--- src/rtl/timer_ctrl.sv ---
// timer_ctrl: bus-facing controller for the prescaled timer block.
// Keeps software shadows of scale/period, sequences the timer between
// hold and run through its reset input, detects counter wrap-around and
// latches an interrupt-pending flag plus a saturating expiry count.
//
// Ports:
//   clk, reset         system clock, synchronous active-high reset
//   addr, we, wdata    register write port (0=CTRL 1=SCALE 2=PERIOD 3=STATUS)
//   rdata              combinational read of the register at addr
//   tmr_cntr           timer's current counter value
//   tmr_scale          scale driven to the timer
//   tmr_period         period driven to the timer
//   tmr_reset          registered timer hold (1 = timer held at zero)
//   irq                combinational PEND & IE
module timer_ctrl (
   input  logic        clk,
   input  logic        reset,
   input  logic [1:0]  addr,
   input  logic        we,
   input  logic [31:0] wdata,
   output logic [31:0] rdata,
   input  logic [15:0] tmr_cntr,
   output logic [14:0] tmr_scale,
   output logic [15:0] tmr_period,
   output logic        tmr_reset,
   output logic        irq
);

   localparam int unsigned SCALE_W  = 15;
   localparam int unsigned PERIOD_W = 16;
   localparam int unsigned EXPCNT_W = 8;

   localparam logic [1:0] ADDR_CTRL   = 2'd0;
   localparam logic [1:0] ADDR_SCALE  = 2'd1;
   localparam logic [1:0] ADDR_PERIOD = 2'd2;
   localparam logic [1:0] ADDR_STATUS = 2'd3;

   localparam logic [PERIOD_W-1:0] PERIOD_RST = '1;
   localparam logic [EXPCNT_W-1:0] EXPCNT_MAX = '1;

   typedef enum logic {
      ST_IDLE = 1'b0,
      ST_RUN  = 1'b1
   } state_e;

   state_e               state_q,   state_d;
   logic                 en_q,      en_d;
   logic                 oneshot_q, oneshot_d;
   logic                 ie_q,      ie_d;
   logic [SCALE_W-1:0]   sscale_q,  sscale_d;
   logic [PERIOD_W-1:0]  speriod_q, speriod_d;
   logic [SCALE_W-1:0]   tscale_q,  tscale_d;
   logic [PERIOD_W-1:0]  tperiod_q, tperiod_d;
   logic                 treset_q,  treset_d;
   logic                 pend_q,    pend_d;
   logic [EXPCNT_W-1:0]  expcnt_q,  expcnt_d;
   logic [PERIOD_W-1:0]  cntr_q,    cntr_d;

   logic wr_ctrl_c;
   logic wr_scale_c;
   logic wr_period_c;
   logic wr_status_c;
   logic expiry_c;
   logic reload_c;
   logic running_c;
   logic wdata_unused_c;

   // Write decode and wrap detection (counter fell from nonzero to zero while running)
   always_comb begin
      wr_ctrl_c   = we && (addr == ADDR_CTRL);
      wr_scale_c  = we && (addr == ADDR_SCALE);
      wr_period_c = we && (addr == ADDR_PERIOD);
      wr_status_c = we && (addr == ADDR_STATUS);
      running_c   = (state_q == ST_RUN);
      expiry_c    = running_c && (cntr_q != '0) && (tmr_cntr == '0);
      // Timer-facing copies track the shadows while idle, and only on expiry while running
      reload_c    = (state_q == ST_IDLE) || expiry_c;
   end

   assign wdata_unused_c = ^wdata[31:16];

   // Next-state and register update logic
   always_comb begin
      state_d   = state_q;
      en_d      = en_q;
      oneshot_d = oneshot_q;
      ie_d      = ie_q;
      sscale_d  = sscale_q;
      speriod_d = speriod_q;
      tscale_d  = tscale_q;
      tperiod_d = tperiod_q;
      pend_d    = pend_q;
      expcnt_d  = expcnt_q;
      cntr_d    = cntr_q;
      treset_d  = treset_q;

      if (wr_ctrl_c) begin
         en_d      = wdata[0];
         oneshot_d = wdata[1];
         ie_d      = wdata[2];
      end
      if (wr_scale_c) begin
         sscale_d = wdata[SCALE_W-1:0];
      end
      if (wr_period_c) begin
         speriod_d = wdata[PERIOD_W-1:0];
      end

      // Software clears first so a same-cycle expiry wins
      if (wr_status_c && wdata[0]) begin
         pend_d = 1'b0;
      end
      if (wr_status_c && wdata[8]) begin
         expcnt_d = '0;
      end
      if (expiry_c) begin
         pend_d = 1'b1;
         if (expcnt_d != EXPCNT_MAX) begin
            expcnt_d = expcnt_d + EXPCNT_W'(1);
         end
      end

      case (state_q)
         ST_IDLE: begin
            if (en_d) begin
               state_d = ST_RUN;
            end
         end
         ST_RUN: begin
            // One-shot uses the ONESHOT value being written this cycle; hardware EN clear wins
            if (expiry_c && oneshot_d) begin
               state_d = ST_IDLE;
               en_d    = 1'b0;
            end else if (!en_d) begin
               state_d = ST_IDLE;
            end
         end
      endcase

      if (reload_c) begin
         tscale_d  = sscale_q;
         tperiod_d = speriod_q;
      end

      cntr_d   = (state_q == ST_IDLE) ? '0 : tmr_cntr;
      treset_d = (state_d == ST_IDLE);
   end

   // State registers
   always_ff @(posedge clk) begin
      if (reset) begin
         state_q   <= ST_IDLE;
         en_q      <= 1'b0;
         oneshot_q <= 1'b0;
         ie_q      <= 1'b0;
         sscale_q  <= '0;
         speriod_q <= PERIOD_RST;
         tscale_q  <= '0;
         tperiod_q <= PERIOD_RST;
         treset_q  <= 1'b1;
         pend_q    <= 1'b0;
         expcnt_q  <= '0;
         cntr_q    <= '0;
      end else begin
         state_q   <= state_d;
         en_q      <= en_d;
         oneshot_q <= oneshot_d;
         ie_q      <= ie_d;
         sscale_q  <= sscale_d;
         speriod_q <= speriod_d;
         tscale_q  <= tscale_d;
         tperiod_q <= tperiod_d;
         treset_q  <= treset_d;
         pend_q    <= pend_d;
         expcnt_q  <= expcnt_d;
         cntr_q    <= cntr_d;
      end
   end

   // Combinational register read
   always_comb begin
      rdata = '0;
      case (addr)
         ADDR_CTRL:   rdata = {29'b0, ie_q, oneshot_q, en_q};
         ADDR_SCALE:  rdata = {17'b0, sscale_q};
         ADDR_PERIOD: rdata = {16'b0, speriod_q};
         ADDR_STATUS: rdata = {tmr_cntr, expcnt_q, 6'b0, running_c, pend_q};
      endcase
   end

   assign tmr_scale  = tscale_q;
   assign tmr_period = tperiod_q;
   assign tmr_reset  = treset_q;
   assign irq        = pend_q & ie_q;

endmodule
--- config.mk ---
export PLATFORM = sky130hd
export DESIGN_NAME = timer_ctrl
export DESIGN_NICKNAME = d
export VERILOG_FILES = /design/src/rtl/timer_ctrl.sv
export SDC_FILE = /design/constraint.sdc
export NUM_CORES = 1
export LEC_CHECK = 0
export BUFFER_PORTS_ARGS = -buffer_cell sky130_fd_sc_hd__buf_2
export CAP_MARGIN = 20
export CORE_UTILIZATION = 30
export CTS_CLUSTER_SIZE = 25
export DETAILED_ROUTE_END_ITERATION = 12
export PLACE_DENSITY = 0.62
export SYNTH_ARGS = -nofsm -noshare
export SYNTH_HDL_FRONTEND = slang
export SYNTH_SLANG_ARGS = --single-unit
--- constraint.sdc ---
create_clock -name clk -period 2.8 [get_ports clk]
set_input_delay 0 -clock clk [delete_from_list [all_inputs] [get_ports clk]]
set_output_delay 0 -clock clk [all_outputs]
set_load 0.02 [all_outputs]
## Yosys cells after proc, flatten, opt, wreduce, memory -nomap -nowiden

Index checks and enable logic that the tools add are counted.

| storage, ports and cells | value |
|---|---|
| register bits after elaboration | 92 |
| bits of input ports | 53 |
| output and inout port bits | 65 |
| logic and storage cells | 48 |

| cells by class | value |
|---|---|
| add/subtract/negate cells | 1 |
| equality and inequality tests | 4 |
| muxes and demuxes | 13 |
| bitwise logic cells | 3 |
| reductions and logical operators | 15 |

Operators with widths:

| operator | number |
|---|---|
| $pmux W32 S4 | 1 |
| $mux W8 | 3 |
| $logic_not A16 Y1 | 1 |
| $reduce_bool A16 Y1 | 1 |
| $logic_and A1 B1 Y1 | 9 |
| $add A8 B1 Y8 const B | 1 |
| $mux W1 | 8 |
| $ne A8 B8 Y1 const B | 1 |
| $eq A2 B2 Y1 const B | 2 |
| $eq A2 B1 Y1 const B | 1 |
| $logic_not A2 Y1 | 1 |
| $not A1 Y1 | 2 |
| $pmux W1 S2 | 1 |
| $reduce_bool A2 Y1 | 1 |
| $reduce_or A2 Y1 | 1 |
| $and A1 B1 Y1 | 1 |
| $logic_or A1 B1 Y1 | 1 |

## Depth between registers and ports, before layout

| logic depth | value |
|---|---|
| depth after elaboration | 7 |
| mapped depth | 7 |
| mapped depth without buffers | 5 |

## Least setup slack after synthesis

Ideal clock, no wire load.

| timing | value |
|---|---|
| path kind | register -> register |
| start point | register state_q, in the netlist running_c |
| end point | register tperiod_q[0], in the netlist tmr_period[0] |
| setup time | 0.120 ns |
| arrival time | 1.771 ns |
| required time | 2.680 ns |
| path slack | 0.909 ns |
| cell stages (with the launch flop) | 7 |
| period minus slack after synthesis | 1.891 ns |
| path through | dfxtp_1 or4b_4 nor4_4 a31oi_1 buf_2 buf_2 a211o_1 |

| on the way | value |
|---|---|
| word-level cells in the longest chain between the ends | 3 |
| elaborated cells between the ends (all ways) | 4 |

Ends and longest elaborated chain:

| item | line | source |
|---|---|---|
| start: declaration | 46 | `state_e state_q, state_d;` |
| start signal: assignment | 165 | `state_q <= state_d;` |
| $logic_and A1 B1 Y1 (2 in series) | 75 | `expiry_c = running_c && (cntr_q != '0) && (tmr_cntr == '0);` |
| $logic_or A1 B1 Y1 * | 77 | `reload_c = (state_q == ST_IDLE) \|\| expiry_c;` |
| end signal: assignment | 172 | `tperiod_q <= tperiod_d;` |
| end: declaration | 53 | `logic [PERIOD_W-1:0] tperiod_q, tperiod_d;` |

Mark *: on every way between the ends. The rest lies on a longest branch, timed or not.
A chain may end at the register's enable or synchronous reset.

## Worst setup path in the final report

| timing | value |
|---|---|
| start point | input tmr_cntr[14] |
| end point | register expcnt_q[1] |

| on the way | value |
|---|---|
| word-level cells in the longest chain between the ends | 3 |

Ends and longest elaborated chain:

| item | line | source |
|---|---|---|
| start: declaration | 22 | `input logic [15:0] tmr_cntr,` |
| $logic_not A16 Y1 | 75 |  |
| $logic_and A1 B1 Y1 | 75 |  |
| $mux W8 | 116 | `if (expiry_c) begin` |
| end signal: assignment | 175 | `expcnt_q <= expcnt_d;` |
| end: declaration | 56 | `logic [EXPCNT_W-1:0] expcnt_q, expcnt_d;` |

Every way passes these cells.

==> metrics.md <==
| Metric | Value |
|---|---|
| DRC | 0 |
| Dpl cells | 632 |
| Initial antenna violation count | 0 |
| Pre-CTS WS | 0.6420 ns |
| Worst-Skew Late Latency | 0.34 ns |
| Asr flop ratio synth | 0% |
| Pwr/cell area | 570.2 mW/mm^2 |
| CTS tree | yes |
| Clk_skew | 0.01017 ns |
| FF-to-FF path depth | 6 |
| Final setup fails | 0 |
| Hold Path Cell Cnt | 2 |
| Die Height | 113.6 um |
| Max-slew violations | 0 |
| Slew @ Worst Pin | 0.6960 ns |
| Commonest non-fill, non-tap cell in the layout | buf_2 |
| Die X | 113.6 um |
| Synthesized area | 0.003737 sq mm |
| WL/cell | 14.53 um |
| Crit path cell chain | dlygate4sd3_1 > buf_2 > or4b_4 > nor4_4 > nand3_1 > buf_4 > o311ai_0 > o41ai_1 |
| Post-Synth Simple-Gate Area | 22.73% |
| Hold-fix buffers, CTS | 32 |
| Yosys warning count | 0 |
| Peak supply drop | 0.2759 mV |
| Slowest cell on the critical path | or4b_4 |
| Share of cells above drive strength 1 | 26.56% |
| Fin Hold WS | 0.1661 ns |
| Nets | 560 |
| Most frequent cells in the layout | 101 x buf_2, 91 x dfxtp_1, 39 x nand2_1 |
| Post-layout min period | 2.259 ns |
| Endpoints failing hold | 0 |
| Antenna Nets Post-Route | 0 |
| Buf+Inv Stages, Crit Path | 3 |
| Mapped Cells | 390 |
| EDFF count, synth | 0 |
| Post-synth top area cell | dfxtp_1 |
| Synth Area in XOR/XNOR | 0% |
| Critical path fanouts, max | 9 |
| H-tree depth | 3 |
| Ant diodes | 0 |
| Inserted Clock Buffers | 9 |
| Via total after detailed routing | 3,288 |
| Crit path DAT | 2.46 ns |
| Area grow syn2layout | 33.55% |
| Clk root buf | clkbuf_16 |
| Post-Route Setup TNS | 0 ns |
| Vias in the first global route | 3,174 |
| Status | complete, no violations |
| 1st-pass router iterations | 4 |
| Syn_nets | 443 |
| Design Area, Final | 0.004991 sq mm |
| Post-Layout Cell Count | 680 |
| Vias per cell | 4.835 |
| Setup Buffers After CTS | 0 |
| Synth Area in Adders | 0% |
| Clock-pin slew on the worst setup and hold paths | 0.07 ns |
| Port bufs | 101 |
| Yosys reg bits | 91 |
| Tot GR Track Use | 15.75% |
| Share of Yosys cell area claimed by the top area cell type | 48.74% |
| Leakage power | 2.117 nW |
| Die footprint | 0.01291 sq mm |
| Routed WL | 9.877 mm |
| Max Root-Sink Buffers | 2 |
| Initial Util | 30.99% |
| First-pass GRT wire length | 15.84 mm |
| Fill cell count | 1,200 |
| Total power | 2.846 mW |
| Mux cell area share after synthesis | 8.437% |
| Final worst setup slack | 0.5410 ns |
| Netlist cell types | 37 |
| CP max stage delay | 0.54 ns |
| DPL Wire Length | 6.470 mm |
| Critical path depth | 8 |
| I/O pin count | 118 |
| Tcrit/Tclk final | 80.68% |
| Worst Path Required | 3.00 ns |
| Std-Cell Rows | 40 |
| Fin util | 41.38% |
| Worst Hold Class | input pin to flop |
| Register area share after synthesis | 48.74% |
| Post-CTS sizing | 0 |
| Mapped Avg Cell Area | 9.583 sq um |
| Area after DPL | 0.004387 sq mm |
| Tightest slew margin relative to the limit | 53.60% |
| Largest net degree at the start of global routing | 48 |
| RSZ-0062 raised after global routing | false |
| GP Congestion | 0.7880 |
| Critical path class | input pin to flop |
| Drt initial violations | 124 |
| Peak Freq | 442.7 MHz |
| Crit-path leading delay family | simple AND/OR/NAND/NOR gates |
| GR Overflow Total | 0 |
| Crit end category | flop |
| Synth Area in Compound Gates | 16.10% |
| Largest family of logic cells by synthesized area | simple AND/OR/NAND/NOR gates |
| CP startpoint kind | input pin |
| Maxcap violations | 0 |
| Ranking of synthesized cells by area | dfxtp_1 49%, a211o_1 7.7%, and3_1 5.4% |
| Core area | 0.01206 sq mm |
| Most used flip-flop cell after synthesis | dfxtp_1 |
| # clock sinks | 91 |
-- cells by family after synthesis --
kind of cell	Yosys count
buffers and inverters	36
AO/OA/AOI/OAI	80
flip-flops	91
AND/OR/NAND/NOR	155
multiplexers	28
-- layer usage --
layer	up-vias	part of all wire [%]	global-route usage (%)
met5	-	0	0
met4	0	0.84	5.351
met3	8	5.0	3.188
met2	99	45	24.96
met1	1545	49	21.35
li1	1636	-	-
-- flip-flops by register name, indices dropped and copies added, names as in the netlist, 8 cells and up --
signal / count
cntr_q: 16
expcnt_q: 8
sscale_q: 15
speriod_q: 16
tmr_scale: 15
tmr_period: 16
-- synth_stat cells (all sizes together), types with 2 or more instances --
cell     n
o311ai   2
nand4    4
nor2    21
clkbuf  23
or4      3
a211o   33
and2    19
a22o    12
mux2     8
o41ai    2
mux2i   18
nand2   39
mux4     2
nor4     6
nand3    2
and4     2
a21oi   23
dfxtp   91
buf      9
o21a     2
inv      4
and3    32
nor3     2
nor2b   21
-- report_power, final --
group	internal (mW)	switching (mW)
combinational	0.145	0.188
sequential	1.33	0.0237
clock	0.618	0.538
-- path summary, 6_finish.rpt --
kind / startpoint / to / slack, ns
setup reg to reg: running_c$_SDFF_PP0_ / expcnt_q[1]$_SDFF_PP0_ / 0.58
hold reg to reg: tmr_period[3]$_SDFFE_PP1P_ / tmr_period[3]$_SDFFE_PP1P_ / 0.46
setup / recovery: tmr_cntr[14] / expcnt_q[1]$_SDFF_PP0_ / 0.54
hold / removal: reset / ie_q$_SDFFE_PP0N_ / 0.17
-- layout make-up --
class / instances / area [sq um] / area share [%]
tap: 168 / 210.2 / 4.212
sequential: 91 / 1822 / 36.50
inverter: 4 / 15.01 / 0.3008
clock inverter: 7 / 58.81 / 1.178
timing repair buffer: 138 / 875.8 / 17.55
clock buffer: 9 / 225.2 / 4.512
multi-input combinational: 263 / 1784 / 35.75
-- worst register-to-register path, stage by stage (launching register included) --
cell and delay [ns]:
dfxtp_1 0.36, or4b_4 0.48, nor4_4 0.32, nand3_1 0.20, buf_4 0.22, o311ai_0 0.37
o41ai_1 0.14
Power figures use the tool's default switching activity.
